**src/rtl/mem_port_arbiter_pkg.sv**
```systemverilog
// defs: constants and types shared by the memory port arbiter.
// STARVE_MAX is only consumed when MEM_ARB_FAIRNESS_EN is defined.
package defs;

    localparam int MEM_SIZE   = 4000;
    localparam int BIN_DIG    = 32;
    localparam int MEM_ADDR_W = $clog2(MEM_SIZE);
    localparam int STARVE_MAX = 4;

    typedef enum logic [1:0] {
        OWN_NONE = 2'd0,
        OWN_IF   = 2'd1,
        OWN_D    = 2'd2
    } arb_owner_t;

    typedef struct packed {
        arb_owner_t own;
        logic       err;
        logic       zero;
    } arb_resp_t;

endpackage

```
**src/rtl/arb_starve_cnt.sv**
```systemverilog
// arb_starve_cnt: saturating count of consecutive fetch losses.
// Built only when MEM_ARB_FAIRNESS_EN is defined.
`ifdef MEM_ARB_FAIRNESS_EN
module arb_starve_cnt
    import defs::*;
#(
    parameter int MAX = STARVE_MAX
)(
    input  logic clk,
    input  logic rst_n,
    input  logic req,
    input  logic win,
    output logic hit
);

    localparam int W = $clog2(MAX + 1);

    logic [W-1:0] cnt;

    assign hit = (cnt == W'(MAX));

    always_ff @(posedge clk or negedge rst_n) begin
        if (!rst_n) begin
            cnt <= '0;
        end else if (!req || win) begin
            cnt <= '0;
        end else if (!hit) begin
            cnt <= cnt + 1'b1;
        end
    end

endmodule
`endif

```
**src/rtl/mem_port_arbiter.sv**
```systemverilog
// mem_port_arbiter: shares one word-wide memory between fetch and LSU.
// Data wins by default; MEM_ARB_FAIRNESS_EN lets a starved fetch win.
module mem_port_arbiter
    import defs::*;
#(
    parameter int MEM_SIZE = defs::MEM_SIZE,
    parameter int XLEN     = BIN_DIG
)(
    input  logic                        clk,
    input  logic                        rst_n,
    input  logic                        if_req,
    input  logic [XLEN-1:0]             if_addr,
    output logic                        if_gnt,
    output logic                        if_rvalid,
    output logic [XLEN-1:0]             if_rdata,
    output logic                        if_err,
    input  logic                        d_req,
    input  logic                        d_we,
    input  logic [XLEN-1:0]             d_addr,
    input  logic [3:0]                  d_be,
    input  logic [XLEN-1:0]             d_wdata,
    output logic                        d_gnt,
    output logic                        d_rvalid,
    output logic [XLEN-1:0]             d_rdata,
    output logic                        d_err,
    output logic                        mem_en,
    output logic                        mem_we,
    output logic [3:0]                  mem_be,
    output logic [$clog2(MEM_SIZE)-1:0] mem_addr,
    output logic [XLEN-1:0]             mem_wdata,
    input  logic [XLEN-1:0]             mem_rdata
);

    localparam int              AW  = $clog2(MEM_SIZE);
    localparam logic [XLEN-1:0] LIM = XLEN'(4 * MEM_SIZE);

    logic      if_ok, d_ok;
    logic      if_win, d_win;
    arb_resp_t r, r_nxt;

    assign if_ok = (if_addr < LIM);
    assign d_ok  = (d_addr < LIM);

`ifdef MEM_ARB_FAIRNESS_EN
    logic hit;

    arb_starve_cnt #(.MAX(STARVE_MAX)) u_starve (
        .clk   (clk),
        .rst_n (rst_n),
        .req   (if_req),
        .win   (if_win),
        .hit   (hit)
    );

    assign if_win = rst_n & if_req & (~d_req | hit);
`else
    assign if_win = rst_n & if_req & ~d_req;
`endif

    // Grants are masked while reset is held so every output reads 0.
    assign d_win  = rst_n & d_req & ~if_win;
    assign if_gnt = if_win;
    assign d_gnt  = d_win;

    always_comb begin
        r_nxt     = '{own: OWN_NONE, err: 1'b0, zero: 1'b0};
        mem_en    = 1'b0;
        mem_we    = 1'b0;
        mem_be    = '0;
        mem_addr  = '0;
        mem_wdata = '0;
        unique case (1'b1)
            if_win: begin
                r_nxt.own  = OWN_IF;
                r_nxt.err  = ~if_ok;
                r_nxt.zero = ~if_ok;
                mem_en     = if_ok;
                mem_be     = 4'hF;
                mem_addr   = if_addr[2 +: AW];
            end
            d_win: begin
                r_nxt.own  = OWN_D;
                r_nxt.err  = ~d_ok;
                r_nxt.zero = ~d_ok | d_we;
                mem_en     = d_ok;
                mem_we     = d_ok & d_we;
                mem_be     = d_be;
                mem_addr   = d_addr[2 +: AW];
                mem_wdata  = d_wdata;
            end
            default: ;
        endcase
    end

    always_ff @(posedge clk or negedge rst_n) begin
        if (!rst_n) begin
            r <= '{own: OWN_NONE, err: 1'b0, zero: 1'b0};
        end else begin
            r <= r_nxt;
        end
    end

    assign if_rvalid = (r.own == OWN_IF);
    assign d_rvalid  = (r.own == OWN_D);
    assign if_err    = if_rvalid & r.err;
    assign d_err     = d_rvalid & r.err;
    assign if_rdata  = (if_rvalid && !r.zero) ? mem_rdata : '0;
    assign d_rdata   = (d_rvalid && !r.zero) ? mem_rdata : '0;

endmodule

```
**config.mk**
```make
export PLATFORM = sky130hd
export DESIGN_NAME = mem_port_arbiter
export DESIGN_NICKNAME = d
export VERILOG_FILES = /design/src/rtl/mem_port_arbiter_pkg.sv /design/src/rtl/arb_starve_cnt.sv /design/src/rtl/mem_port_arbiter.sv
export SDC_FILE = /design/constraint.sdc
export NUM_CORES = 1
export LEC_CHECK = 0
export BUFFER_PORTS_ARGS = -buffer_cell sky130_fd_sc_hd__buf_2
export CAP_MARGIN = 20
export CORE_AREA = 4 4 96 98
export CTS_CLUSTER_DIAMETER = 80
export DETAILED_ROUTE_END_ITERATION = 8
export DIE_AREA = 0 0 100 102
export SLEW_MARGIN = 20
export SYNTH_ARGS = -nofsm -noshare
export SYNTH_HDL_FRONTEND = slang
export SYNTH_SLANG_ARGS = --single-unit
```
**constraint.sdc**
```tcl
create_clock -name clk -period 1.1 [get_ports clk]
set_clock_uncertainty 0.05 [all_clocks]
set_input_delay 0.165 -clock clk [delete_from_list [all_inputs] [get_ports clk]]
set_output_delay 0.165 -clock clk [all_outputs]
set_load 0.05 [all_outputs]
```
# Word level (Yosys, flattened, before mapping)
# Index checks and enable logic that the tools add are counted.
dict set report classes {
  order_cmp 2
  n_eq_ne 2
  n_reduce_logical 3
  muxes 8
  bitwise_logic 12
}
# operator count
set ops {}
lappend ops {{$mux 32} 3}
lappend ops {{$lt 32x14->1 const B} 2}
lappend ops {{$pmux 12 s2} 1}
lappend ops {{$pmux 4 s2} 2}
lappend ops {{$and 1x1->1} 7}
lappend ops {{$not 1->1} 4}
lappend ops {{$eq 2x1->1 const B} 1}
lappend ops {{$eq 2x2->1 const B} 1}
lappend ops {{$logic_and 1x1->1} 2}
lappend ops {{$pmux 1 s2} 1}
lappend ops {{$logic_not 1->1} 1}
lappend ops {{$mux 1} 1}
lappend ops {{$or 1x1->1} 1}
dict set report totals {
  in_bits 137
  ff_bits 4
  elab_cells 30
  out_inout_bits 120
}

# Depth between registers and ports, before layout
dict set report logic_depth {
  ltp_word 5
  ltp_mapped 5
  ltp_nobuf 4
}

# Least setup slack after synthesis
# No wires, ideal clock.
dict set report synth_path {
  kind {register -> output}
  start {register r[2] in the netlist's numbering}
  end {output d_rdata[10]}
  arrival_time_ns 1.684
  n_path_buf 1
  path_stages_with_launch 5
  t_required_ns 0.885
  setup_slack_ns -0.799
  cell_sequence {dfrtp_1 > nor2b_2 > and2b_1 > clkbuf_2 > and2_1}
}
dict set report synth_via {
  elab_chain_cells 3
}
# item line_no
set synth_rtl {}
lappend synth_rtl {{from (decl)} mem_port_arbiter.sv:39} ;# arb_resp_t r, r_nxt;
lappend synth_rtl {{from (signal assigned)} mem_port_arbiter.sv:97} ;# r <= '{own: OWN_NONE, err: 1'b0, zero: 1'b0};
lappend synth_rtl {{from (signal assigned)} mem_port_arbiter.sv:99} ;# r <= r_nxt;
lappend synth_rtl {{$eq 2x2->1} mem_port_arbiter.sv:104} ;# assign d_rvalid = (r.own == OWN_D);
lappend synth_rtl {{net d_rvalid} mem_port_arbiter.sv:23} ;# output logic d_rvalid,
lappend synth_rtl {{$logic_and 1x1->1} mem_port_arbiter.sv:108} ;# assign d_rdata = (d_rvalid && !r.zero) ? mem_rdata : '0;
lappend synth_rtl {{$mux 32} mem_port_arbiter.sv:108}
lappend synth_rtl {{to (decl)} mem_port_arbiter.sv:24} ;# output logic [XLEN-1:0] d_rdata,
# The timed path passes the listed nets, and every way through them passes these cells.

# Worst setup path after layout
dict set report layout_path {
  start {register r[3] in the netlist's numbering}
  end {output if_rdata[1]}
}
dict set report layout_via {
  elab_chain_cells 3
}
# item line_no
set layout_rtl {}
lappend layout_rtl {{$eq 2x1->1} mem_port_arbiter.sv:103} ;# assign if_rvalid = (r.own == OWN_IF);
lappend layout_rtl {{$logic_and 1x1->1} mem_port_arbiter.sv:107} ;# assign if_rdata = (if_rvalid && !r.zero) ? mem_rdata : '0;
lappend layout_rtl {{$mux 32} mem_port_arbiter.sv:107}
lappend layout_rtl {{to (decl)} mem_port_arbiter.sv:15} ;# output logic [XLEN-1:0] if_rdata,
# No other way between the ends.

==> metrics.txt <==
status complete, but fails checks; violated checks negative setup slack; worst endpoint data arrival time roughly 1500 ps; pin count of the biggest net entering global routing 33; biggest regs r (4); Crit path top cell by count and2b_4; most frequent cell after synthesis and2_1; Routability Congestion 0.779; top cells by count, synth 66 x and2_1, 33 x and3_1, 13 x a22o_1, 8 x nor4_1; power per cell area roughly 500 nW/µm²; post-route ant nets 0; port bufs around 250; register bit total from synthesis 4; placement-stage cell area a little over 3000 µm²; shortest period the worst path allows approximately 1700 ps; post-synthesis cell area 1150 µm²; grt peak-use layer met2; Yosys warning total 0; Fmax 583 MHz; die area about 10000 µm²; critical path class reg2out; GR Layer Usage met1 ~17%; Nets 602; cell area after layout slightly below 5000 µm²; total power approximately 2.5 mW; initial drt markers 37; number of enable flip-flop cells after synthesis 0; global-route wire length before repair ~14000 µm; final worst-path cycle share 156%; Leak 2.46 nW; vias per inst ~4.4; Max-cap violations 0; FFs w/ async S/R, synth 100%; P&R area growth vs syn 333%; ratio of cells with drive above 1 in the final layout 93.1%; worst min path class in2async; fin. max-slew vios 0; gr ovfl total 0; core footprint 8470 µm²; Root Buffer Master clkbuf_8; share of the synthesized area in the top cell type about 36%; met3 Use GR 3.89%; number of global-route vias before repair approximately 2600; initial antenna violation count 0; drt wl/cell 17.5 µm; crit-path cells and2b_4 -> and2b_4 -> buf_12 -> and2_4 -> buf_8; post-layout worst setup margin -616 ps; aggregate routed wire length 10000 µm; Synth Area per Inst a little under 7 µm²; clk buf depth 2; max reg flops 4; Fin. Hold Viols 0; Sw Share about 45%; P_sw approximately 1.1 mW; syn nets 305; Peak VDD IR a little under 0.3 mV; sequential power share around 6.6%; Hold WS roughly 150 ps; total CTS buffers 3; Initial Util around 14%; leading area contributor after synthesis and2_1; number of H-tree branching levels 1; total global-route track usage between 10% and 20%; Comb power frac 81.1%; Int Power 1.37 mW; die height just over 100 µm; clock sink count 4; Worst path max stage delay 370 ps; met2 Usage GRT roughly a third; first-pass iteration count of the detailed router 4; Final Util about three fifths; Die X about 100 µm; critical path's slowest cell dfrtp_1; hold_buf cts 0; placed insts roughly 540; slew margin rel. between 80 and 90%; Setup Viol. Count Final between 100 and 150; RSZ-0062 raised after global routing true; measured slew at the worst slew-check pin about 250 ps; Worst-path clk slew ~30 ps; ant diodes 0; startpoint types register; Main synth FF type dfrtp_1; CP required 880 ps; FP Rows 34; vias 2507; DRC errors left 0; clock network fraction of design power about an eighth; Non-Filler Instances ~570; Max FO, Critical Path 16; Netlist cell types 22; CP endpoint kind output pin; sequential-to-total area share from yosys stat under 10%; dpl hpwl roughly 5900 µm; synthesized instance count roughly 170; I/O Pins 257; CTS tree built; synth top area cells and2_1 36%, and3_1 18%, a22o_1 9.9%; Biggest register r
-- timing repair --
item                                    4_1_cts  5_1_grt
endpoints found under the setup margin      121      121
pin swaps                                    26       19
gates resized for setup                     364       60
gates cloned                                  7        5
setup buffers                                19        8
-- final cells by class --
type	instances	area, µm²
Fill cell	661	3500
Tap cell	108	135
Timing Repair Buffer	306	3170
Multi-Input combinational cell	149	1510
Clock buffer	3	41.3
Sequential cell	4	100
Inverter	1	16.3
-- layout by cell type, fill, tap and decap left out, types with 3 or more instances in the layout --
master,instances
buf_2,122
buf_8,86
and2_4,66
buf_6,54
and3_4,25
buf_4,22
buf_12,14
and3_1,8
nor4_4,7
a22o_1,7
a22o_4,6
buf_16,5
nor2_1,4
a21o_4,4
dfrtp_1,4
and2b_4,3
clkbuf_8,3
clkbuf_16,3
-- cell families after synthesis --
| group | count (synthesis) | synth area share [%] |
|---|---|---|
| flip-flops | 4 | 8.72 |
| AO/OA/AOI/OAI | 22 | 15.4 |
| AND/OR/NAND/NOR | 127 | 69.0 |
| buffers and inverters | 15 | 6.87 |
-- worst paths after layout --
| path | from | endpoint | slack, ps | cells past startpoint |
|---|---|---|---|---|
| worst max-delay path | r[3] | if_rdata[1] | -620 | 5 |
| min in group clk | d_we | r[0] | 230 | 3 |
| max in group asynchronous | rst_n | r[0] | 750 | 5 |
| worst min-delay path | rst_n | r[3] | 150 | 5 |
-- per-stage QoR --
step | setup TNS (ps) | setup slack [ps]
floorplan | -28840 | -444
CTS | -44230 | -607
finish | -44600 | -616
global placement | -34630 | -453
global route | -49620 | -662
detailed placement | -37470 | -475
-- metal layers --
| metal | vias to the layer above | wire length [µm] |
|---|---|---|
| li1 | 1183 | - |
| met2 | 158 | 5660 |
| met1 | 1154 | 3160 |
| met3 | 12 | 1010 |
| met4 | 0 | 170 |
| met5 | - | 0 |
-- power groups by stage --
stage	clock network [mW]	logic [mW]	registers (mW)
3_5_place_dp	0	1.36	0.164
6_report	0.304	2.01	0.163
5_1_grt	0.329	2.10	0.165
3_3_place_gp	0	1.34	0.164
2_1_floorplan	0	0.855	0.162
4_1_cts	0.315	1.89	0.163
-- critical path, delay by kind of cell, from the launching register on --
| kind | cells | cell delay, ps |
|---|---|---|
| DFF | 1 | 370 |
| and+or+nand+nor | 3 | 610 |
| buffers and inverters | 2 | 300 |
Power figures use the tool's default switching activity.
